--- src/rtl/game_board.sv ---
// game_board: 3x3 tic-tac-toe board with write validation and an
// eight-cycle sequential win scan after each accepted move.
module game_board (
  input  logic       clk,
  input  logic       reset,
  input  logic       clear,
  input  logic       we,
  input  logic [3:0] addr,
  input  logic [1:0] cellState,
  input  logic [3:0] rdAddr,
  output logic [1:0] rdData,
  output logic       ack,
  output logic       err,
  output logic       busy,
  output logic       gameIsDone,
  output logic [1:0] winner,
  output logic [2:0] winLine
);

  typedef enum logic [1:0] {
    IDLE  = 2'd0,
    CHECK = 2'd1,
    DONE  = 2'd2
  } stateT;

  stateT      state;
  stateT      nextState;
  logic [1:0] board [9];
  logic [2:0] lineIdx;
  logic       matchFound;
  logic       targetEmpty;
  logic       writeOk;
  logic       accept;
  logic       reject;
  logic [3:0] idxA;
  logic [3:0] idxB;
  logic [3:0] idxC;
  logic [1:0] cellA;
  logic [1:0] cellB;
  logic [1:0] cellC;
  logic       lineMatch;
  logic       boardFull;
  logic       lastLine;

  // Decide whether the requested write is legal: valid address, empty target, real symbol.
  always_comb begin
    targetEmpty = 1'b0;
    for (int i = 0; i < 9; i++) begin
      if (addr == i[3:0]) begin
        targetEmpty = (board[i] == 2'b00);
      end
    end
    writeOk = (addr <= 4'd8) && targetEmpty && cellState[1];
    accept  = (state == IDLE) && we && !clear && writeOk;
    reject  = we && !clear && !accept;
  end

  // Map the current scan index to the three cells of that line.
  always_comb begin
    idxA = 4'd0;
    idxB = 4'd1;
    idxC = 4'd2;
    case (lineIdx)
      3'd0: begin idxA = 4'd0; idxB = 4'd1; idxC = 4'd2; end
      3'd1: begin idxA = 4'd3; idxB = 4'd4; idxC = 4'd5; end
      3'd2: begin idxA = 4'd6; idxB = 4'd7; idxC = 4'd8; end
      3'd3: begin idxA = 4'd0; idxB = 4'd3; idxC = 4'd6; end
      3'd4: begin idxA = 4'd1; idxB = 4'd4; idxC = 4'd7; end
      3'd5: begin idxA = 4'd2; idxB = 4'd5; idxC = 4'd8; end
      3'd6: begin idxA = 4'd0; idxB = 4'd4; idxC = 4'd8; end
      3'd7: begin idxA = 4'd2; idxB = 4'd4; idxC = 4'd6; end
      default: begin idxA = 4'd0; idxB = 4'd1; idxC = 4'd2; end
    endcase
  end

  // Evaluate the selected line and whether every cell is occupied.
  always_comb begin
    cellA     = board[idxA];
    cellB     = board[idxB];
    cellC     = board[idxC];
    lineMatch = (cellA != 2'b00) && (cellA == cellB) && (cellB == cellC);
    lastLine  = (lineIdx == 3'd7);
    boardFull = 1'b1;
    for (int i = 0; i < 9; i++) begin
      if (board[i] == 2'b00) begin
        boardFull = 1'b0;
      end
    end
  end

  // Next-state logic; clear always returns to IDLE, the scan ends after line 7.
  always_comb begin
    nextState = state;
    if (clear) begin
      nextState = IDLE;
    end else begin
      case (state)
        IDLE: begin
          if (accept) begin
            nextState = CHECK;
          end
        end
        CHECK: begin
          if (lastLine) begin
            if (matchFound || lineMatch || boardFull) begin
              nextState = DONE;
            end else begin
              nextState = IDLE;
            end
          end
        end
        DONE: begin
          nextState = DONE;
        end
        default: begin
          nextState = IDLE;
        end
      endcase
    end
  end

  // State register.
  always_ff @(posedge clk or posedge reset) begin
    if (reset) begin
      state <= IDLE;
    end else begin
      state <= nextState;
    end
  end

  // Board storage, scan bookkeeping, result latches and registered handshake/read outputs.
  always_ff @(posedge clk or posedge reset) begin
    if (reset) begin
      for (int i = 0; i < 9; i++) begin
        board[i] <= 2'b00;
      end
      lineIdx    <= 3'd0;
      matchFound <= 1'b0;
      winner     <= 2'b00;
      winLine    <= 3'd0;
      ack        <= 1'b0;
      err        <= 1'b0;
      rdData     <= 2'b00;
    end else if (clear) begin
      for (int i = 0; i < 9; i++) begin
        board[i] <= 2'b00;
      end
      lineIdx    <= 3'd0;
      matchFound <= 1'b0;
      winner     <= 2'b00;
      winLine    <= 3'd0;
      ack        <= 1'b0;
      err        <= 1'b0;
      rdData     <= 2'b00;
    end else begin
      ack    <= accept;
      err    <= reject;
      rdData <= (rdAddr <= 4'd8) ? board[rdAddr] : 2'b00;
      for (int i = 0; i < 9; i++) begin
        if (accept && (addr == i[3:0])) begin
          board[i] <= cellState;
        end
      end
      if (accept) begin
        lineIdx    <= 3'd0;
        matchFound <= 1'b0;
        winner     <= 2'b00;
        winLine    <= 3'd0;
      end else if (state == CHECK) begin
        lineIdx <= lineIdx + 3'd1;
        if (lineMatch && !matchFound) begin
          matchFound <= 1'b1;
          winner     <= cellA;
          winLine    <= lineIdx;
        end
      end
    end
  end

  // Status outputs decoded directly from the state register.
  always_comb begin
    busy       = (state == CHECK);
    gameIsDone = (state == DONE);
  end

endmodule

--- config.mk ---
export PLATFORM = sky130hd
export DESIGN_NAME = game_board
export DESIGN_NICKNAME = d
export VERILOG_FILES = /design/src/rtl/game_board.sv
export SDC_FILE = /design/constraint.sdc
export NUM_CORES = 1
export LEC_CHECK = 0
export CORE_UTILIZATION = 45
export DETAILED_ROUTE_END_ITERATION = 8
export PLACE_DENSITY = 0.77
export SYNTH_ARGS = -nofsm -noshare
export SYNTH_HDL_FRONTEND = slang
export SYNTH_SLANG_ARGS = --single-unit
--- constraint.sdc ---
create_clock -name clk -period 2.9 [get_ports clk]
set_clock_uncertainty 0.1 [all_clocks]
set_input_delay 0.58 -clock clk [delete_from_list [all_inputs] [get_ports clk]]
set_output_delay 0.58 -clock clk [all_outputs]
set_load 0.01 [all_outputs]
# [Word level (Yosys, flattened, before mapping)]
# Memory sizes are Yosys's and may differ from the RTL's.
# Cells that the tools add are included.
[totals] word_cells=157 inputBits=14 output_inout_bits=11 romBits=80 memories=1 ff_bits=33
[mem_list] name="(no name shown)" depth=8 word_bits=10 read_ports=1 rd_ports_with_merged_regs=0 write_ports=0 line="63" source="case (lineIdx)"
[op_classes] bitwise_logic=4 n_lt_le_gt_ge=6 eq_ne=15 n_mux=64 n_addsub=1 reduce_logical=49
[ops] cell="$mux W2" n=27
[ops] cell="$bmux W2 S4" n=4
[ops] cell="$mux W1" n=24
[ops] cell="$mux W3" n=7
[ops] cell="$ge A5 B5 Y1 const B" n=4
[ops] cell="$logic_not A2 Y1" n=10
[ops] cell="$not A4 Y5" n=4
[ops] cell="$reduce_bool A2 Y1" n=10
[ops] cell="$logic_and A1 B1 Y1" n=19
[ops] cell="$mux W18" n=1
[ops] cell="$eq A4 B3 Y1 const B" n=4
[ops] cell="$eq A4 B2 Y1 const B" n=2
[ops] cell="$le A4 B4 Y1 const B" n=2
[ops] cell="$pmux W2 S3" n=1
[ops] cell="$reduce_bool A3 Y1" n=2
[ops] cell="$eq A2 B2 Y1" n=2
[ops] cell="$eq A4 B1 Y1 const B" n=1
[ops] cell="$eq A4 B4 Y1 const B" n=1
[ops] cell="$logic_not A4 Y1" n=1
[ops] cell="$reduce_and A2 Y1" n=2
[ops] cell="$add A3 B1 Y3 const B" n=1
[ops] cell="$eq A3 B3 Y1 const B" n=1
[ops] cell="$logic_not A1 Y1" n=3
[ops] cell="$ne A3 B2 Y1 const B" n=1
[ops] cell="4 further kinds" n=5

# [Logic depth before layout (Yosys ltp)]
[logic_depth] depth_word=16 depth_mapped=13 depth_no_buf=9

# [Worst setup path before layout]
# Ideal clock, no wire load.
[synth_timing] path_kind="reg2reg" from="register lineIdx[0]" to="register winner[1]" path_slack_ns=-0.108 n_path_buf=4 required_time_ns=2.678 path_stages_with_launch=14 arrival_ns=2.786 period_less_slack_ns=3.008 setup_ns=0.122 path_cell_list="dfrtp_1 > buf_2 > inv_1 > ha_1 > buf_2 > mux2i_1 > buf_4 > mux2i_1 > a32o_1 > a32oi_1 > or3_4 > a221o_1 > buf_6 > a32o_1"
[synth_via] elab_chain_cells=11 word_cells_on_any_way=25 cone_classes="eq/ne: 2; mux: 13; bitwise: 3; reduce/logical: 6; memory: 1"
[synth_lines] item="start: declaration" line="29" source="logic [2:0] lineIdx;"
[synth_lines] item="start signal: assignment" line="170" source="lineIdx <= lineIdx + 3'd1;"
[synth_lines] item="$mem_v2 Z8 W10 (*)"
[synth_lines] item="$not A4 Y5, on equally long branches" line="78, 79"
[synth_lines] item="$bmux W2 S4, on equally long branches" line="78, 79"
[synth_lines] item="$mux W2, on equally long branches (2 in a row)" line="78, 79"
[synth_lines] item="$eq A2 B2 Y1 / $reduce_bool A2 Y1 (equally long branches)" line="81" source="lineMatch = (cellA != 2'b00) && (cellA == cellB) && (cellB == cellC);"
[synth_lines] item="$logic_and A1 B1 Y1 (2 in a row)" line="81"
[synth_lines] item="$logic_and A1 B1 Y1" line="171" source="if (lineMatch && !matchFound) begin"
[synth_lines] item="$reduce_bool A3 Y1 (no line)"
[synth_lines] item="$reduce_and A2 Y1 (no line)"
[synth_lines] item="end signal: assignment" line="173" source="winner <= cellA;"
[synth_lines] item="end: declaration" line="16" source="output logic [1:0] winner,"
# Every way passes the cells marked *; elsewhere a longest branch is shown, timed or not. The select of a mux whose other input is x is not followed.
# A chain may end at the register's enable or synchronous reset.

# [Final worst setup path]
[layout_timing] from="register lineIdx[0]" to="register winner[0]"
# Same word-level chain as after synthesis.

==> impl_metrics.xml <==
<?xml version="1.0" encoding="UTF-8"?>
<metrics>
  <group name="status">
    <metric name="result_of_the_run" unit="">complete, but fails checks</metric>
    <metric name="violations_in_the_final_reports" unit="">negative setup slack</metric>
  </group>
  <group name="yosys">
    <metric name="asyncSetResetFlopFracSynth" unit="">1.00</metric>
    <metric name="synth_top_area_frac" unit="">0.341</metric>
    <metric name="yosysWarningCount" unit="">0</metric>
    <metric name="ys_ff_latch" unit="">33</metric>
    <metric name="synth_xor_xnor_area_share" unit="">0.00362</metric>
    <metric name="syn-instance-count" unit="">271</metric>
    <metric name="synth-simple-area-share" unit="">0.223</metric>
    <metric name="synth_area_leaders" unit="">sky130_fd_sc_hd__dfrtp_1, sky130_fd_sc_hd__mux4_2, sky130_fd_sc_hd__mux2i_1</metric>
    <metric name="yosys-mux-area-fraction" unit="">0.164</metric>
    <metric name="ys_dominant_reg_cell" unit="">sky130_fd_sc_hd__dfrtp_1</metric>
    <metric name="synth_enable_flop_cells" unit="">0</metric>
    <metric name="postSynthAreaPerCell" unit="sq um">8.92</metric>
    <metric name="post_synth_fa_ha_maj_area_fraction" unit="">0.0259</metric>
    <metric name="synth-compound-area-share" unit="">0.186</metric>
    <metric name="synth_nets" unit="">290</metric>
    <metric name="post_synth_num_cell_types" unit="">49</metric>
    <metric name="synth_top_family_by_area" unit="">simple AND/OR/NAND/NOR gates</metric>
    <metric name="synth_area" unit="sq um">2420</metric>
    <metric name="sequential_cell_area_fraction_in_the_yosys_report" unit="">0.341</metric>
    <metric name="post-synth-top-area-cell" unit="">sky130_fd_sc_hd__dfrtp_1</metric>
  </group>
  <group name="pwr">
    <metric name="share_of_power_burned_in_registers" unit="">0.419</metric>
    <metric name="combPwrFrac" unit="">0.180</metric>
    <metric name="power.leakage" unit="nW">1.31</metric>
    <metric name="reported_net_switching_power" unit="mW">0.279</metric>
    <metric name="cell_internal_pwr" unit="mW">0.838</metric>
    <metric name="power_per_cell_area" unit="nW/um^2">359</metric>
    <metric name="clkPwrFrac" unit="">0.401</metric>
    <metric name="power" unit="mW">1.12</metric>
    <metric name="power_switching_share" unit="">0.249</metric>
    <metric name="max-vdd-ir-drop" unit="mV">0.252</metric>
  </group>
  <group name="finish">
    <metric name="area_delta_synth_final" unit="%">28.7</metric>
    <metric name="share_of_post_route_cells_with_drive_strength_above_1" unit="">0.212</metric>
    <metric name="n_antenna_cell" unit="">0</metric>
    <metric name="seqCellArea" unit="sq um">826</metric>
    <metric name="most_frequent_standard_cell_in_the_layout_excluding_fill_and_tap_cells" unit="">sky130_fd_sc_hd__nor2_1</metric>
    <metric name="multi_input_comb_area" unit="sq um">1550</metric>
    <metric name="final_instance_count_excl_fillers" unit="">386</metric>
    <metric name="layout_common_cells" unit="">sky130_fd_sc_hd__nor2_1, sky130_fd_sc_hd__dfrtp_1, sky130_fd_sc_hd__buf_4</metric>
    <metric name="finish.net_count" unit="">334</metric>
    <metric name="filler_cell_count" unit="">453</metric>
  </group>
  <group name="die">
    <metric name="die_width" unit="microns">75.3</metric>
    <metric name="die_footprint" unit="sq um">5670</metric>
    <metric name="start_util" unit="">0.471</metric>
    <metric name="design.portCount" unit="">25</metric>
    <metric name="placement_rows" unit="">26</metric>
    <metric name="design.core.area" unit="sq um">5140</metric>
    <metric name="dieHeight" unit="microns">75.3</metric>
  </group>
  <group name="setup_path">
    <metric name="cp_data_required_time" unit="ns">3.00</metric>
    <metric name="crit-reg2reg-launch" unit="">lineIdx[0]</metric>
    <metric name="worst-endpoint-arrival" unit="ns">3.00</metric>
    <metric name="reg2reg_setup_slack" unit="ns">-0.004</metric>
    <metric name="kind_of_end_point_of_the_critical_path" unit="">flip-flop</metric>
    <metric name="timing.setup.critical_path_class" unit="">flip-flop to flip-flop</metric>
    <metric name="r2r_end" unit="">winner[0]</metric>
    <metric name="critical_path_peak_fanout" unit="">15</metric>
    <metric name="worst-r2r-cell-count" unit="">11</metric>
    <metric name="critical_path.startpoint_type" unit="">flip-flop</metric>
  </group>
  <group name="grt">
    <metric name="grt-ovfl-total" unit="">0</metric>
    <metric name="first_global_vias" unit="">2216</metric>
    <metric name="largest_net_degree_at_the_start_of_global_routing" unit="">34</metric>
    <metric name="grt_first_pass_wirelength" unit="mm">10.8</metric>
    <metric name="global_route.usage.total" unit="">0.257</metric>
    <metric name="grt_antenna_before_repair" unit="">0</metric>
  </group>
  <group name="clock_tree">
    <metric name="clk_latency" unit="ns">0.28</metric>
    <metric name="cts_inserted_buffers" unit="">5</metric>
    <metric name="clk_pin_slew" unit="ns">0.07</metric>
    <metric name="ctsLongestPathBuffers" unit="">2</metric>
    <metric name="clock_sink_count" unit="">33</metric>
    <metric name="h-tree-depth" unit="">2</metric>
    <metric name="tritoncts" unit="">built</metric>
    <metric name="clk_root_buffer_cell" unit="">sky130_fd_sc_hd__clkbuf_8</metric>
  </group>
  <group name="route">
    <metric name="drt-pass1-iter-count" unit="">5</metric>
    <metric name="drt_wl_total" unit="mm">6.95</metric>
    <metric name="drtIter0Drc" unit="">302</metric>
    <metric name="route.detailed.drc" unit="">0</metric>
    <metric name="route.antenna.remaining_nets" unit="">0</metric>
    <metric name="vias" unit="">2379</metric>
    <metric name="post_drt_wl_per_cell" unit="microns">18.0</metric>
    <metric name="drt-vias-per-instance" unit="">6.16</metric>
  </group>
  <group name="sta">
    <metric name="finalSetupViolations" unit="">1</metric>
    <metric name="fmax" unit="MHz">344</metric>
    <metric name="final_hold_viol_count" unit="">0</metric>
    <metric name="final.min_clock_period" unit="ns">2.90</metric>
    <metric name="worst-slew-pin-transition" unit="ns">0.486</metric>
    <metric name="finalWorstSetupSlack" unit="ns">-0.00368</metric>
    <metric name="worst_hold_slack" unit="ns">0.435</metric>
    <metric name="finalCritPeriodShare" unit="">1.00</metric>
    <metric name="drv_slew" unit="">0</metric>
    <metric name="timing.max_slew.rel_slack" unit="">0.671</metric>
  </group>
  <group name="job">
    <metric name="max-cap-violations" unit="">0</metric>
  </group>
  <group name="placement">
    <metric name="placed_cells" unit="">372</metric>
    <metric name="io_buffer_count" unit="">24</metric>
    <metric name="post-dp-hpwl" unit="mm">4.73</metric>
    <metric name="finalWeightedCongestion" unit="">0.916</metric>
  </group>
  <group name="hold_path">
    <metric name="hold_start" unit="">winLine[2]</metric>
    <metric name="timing.hold.worst_path_depth" unit="">2</metric>
    <metric name="worstHoldPathType" unit="">flip-flop to flip-flop</metric>
    <metric name="whs_endpoint" unit="">winLine[2]</metric>
  </group>
</metrics>
-- how the worst max path moves through the flow --
stage / startpoint / endpoint / slack [ns]
after floorplan: lineIdx[0] / winner[1] / 0.02
after CTS: lineIdx[1] / winner[0] / 0.03
after global placement: addr[0] / board[2] / 0.08
after detailed placement: lineIdx[1] / winLine[0] / 0.06
after global routing: lineIdx[0] / winner[0] / -0.06
final: lineIdx[0] / winner[0] / -0.004
-- layer usage --
metal  vias to the layer above  share of wire  GRT usage
met3                        19          0.063     0.0582
li1                       1081              -          -
met1                      1173           0.42      0.340
met4                         0          0.025      0.107
met2                       106           0.49      0.410
met5                         -              0          0
-- power by group through the flow --
stage          combinational (mW)  clock (mW)  sequential [mW]
6_report                    0.202       0.448            0.468
5_1_grt                     0.217       0.466            0.468
4_1_cts                     0.171       0.450            0.467
3_5_place_dp                0.169           0            0.476
3_3_place_gp                0.169           0            0.476
2_1_floorplan               0.110           0            0.476
-- cell families after synthesis --
family	Yosys count
mux	27
simple gates	109
compound gates	68
fa+ha+maj	5
flops	33
xor+xnor	1
buf+inv	28
-- cell usage after synthesis (all sizes together) (2+ instances only) --
cell type,n
o22ai,3
mux4,10
nor4b,2
o211ai,3
nor4,2
nor2,40
o21ai,12
nand3,7
a41oi,2
nand2,20
a21oi,15
nor3,7
inv,10
nor3b,3
a32o,2
nor2b,5
or3,2
buf,10
nand2b,12
nand3b,3
o31ai,4
ha,5
and2,2
a31oi,11
a211oi,4
mux2i,16
dfrtp,33
clkbuf,8
-- sequential cells by signal, summed over array words and instances, names as in the netlist --
register and cells:
winLine 3, winner 2, ack 1, board 18, state 2, lineIdx 3
rdData 2, matchFound 1, err 1
-- critical path: stages, from the launching register on --
cell	delay (ns)
sky130_fd_sc_hd__dfrtp_1	0.43
sky130_fd_sc_hd__inv_2	0.15
sky130_fd_sc_hd__ha_4	0.24
sky130_fd_sc_hd__buf_8	0.15
sky130_fd_sc_hd__nand2b_1	0.09
sky130_fd_sc_hd__nor2_1	0.07
sky130_fd_sc_hd__o31ai_1	0.33
sky130_fd_sc_hd__nand2_1	0.13
sky130_fd_sc_hd__or3_4	0.41
sky130_fd_sc_hd__a221o_1	0.40
sky130_fd_sc_hd__buf_4	0.16
sky130_fd_sc_hd__mux2i_1	0.16
-- cell type report --
type                    count  share of cell area
clock buffers               7              0.0277
clock inverters             1             0.00965
inverters                  10              0.0121
multi-input cells         210               0.496
flip-flops and latches     33               0.265
well taps                  70              0.0281
repair buffers             55               0.161
-- stage by stage --
stage / utilization / setup WS, ns / setup TNS, ns / area [sq um]
4_1_cts: 0.574 / 0.0348 / 0 / 2950
6_report: 0.606 / -0.00368 / -0.00368 / 3110
3_5_place_dp: 0.552 / 0.0639 / 0 / 2840
3_3_place_gp: 0.552 / 0.0803 / 0 / 2840
2_1_floorplan: - / 0.0205 / 0 / 2430
5_1_grt: 0.606 / -0.0553 / -0.124 / 3110
-- what timing repair did --
| action | CTS | global route |
|---|---|---|
| setup buffers | 0 | 6 |
| endpoints found under the setup margin | 0 | 6 |
| hold buffers | 0 | 0 |
| resized for setup | 0 | 26 |
| hold endpoints to repair | 0 | 0 |
Power figures use the tool's default switching activity.
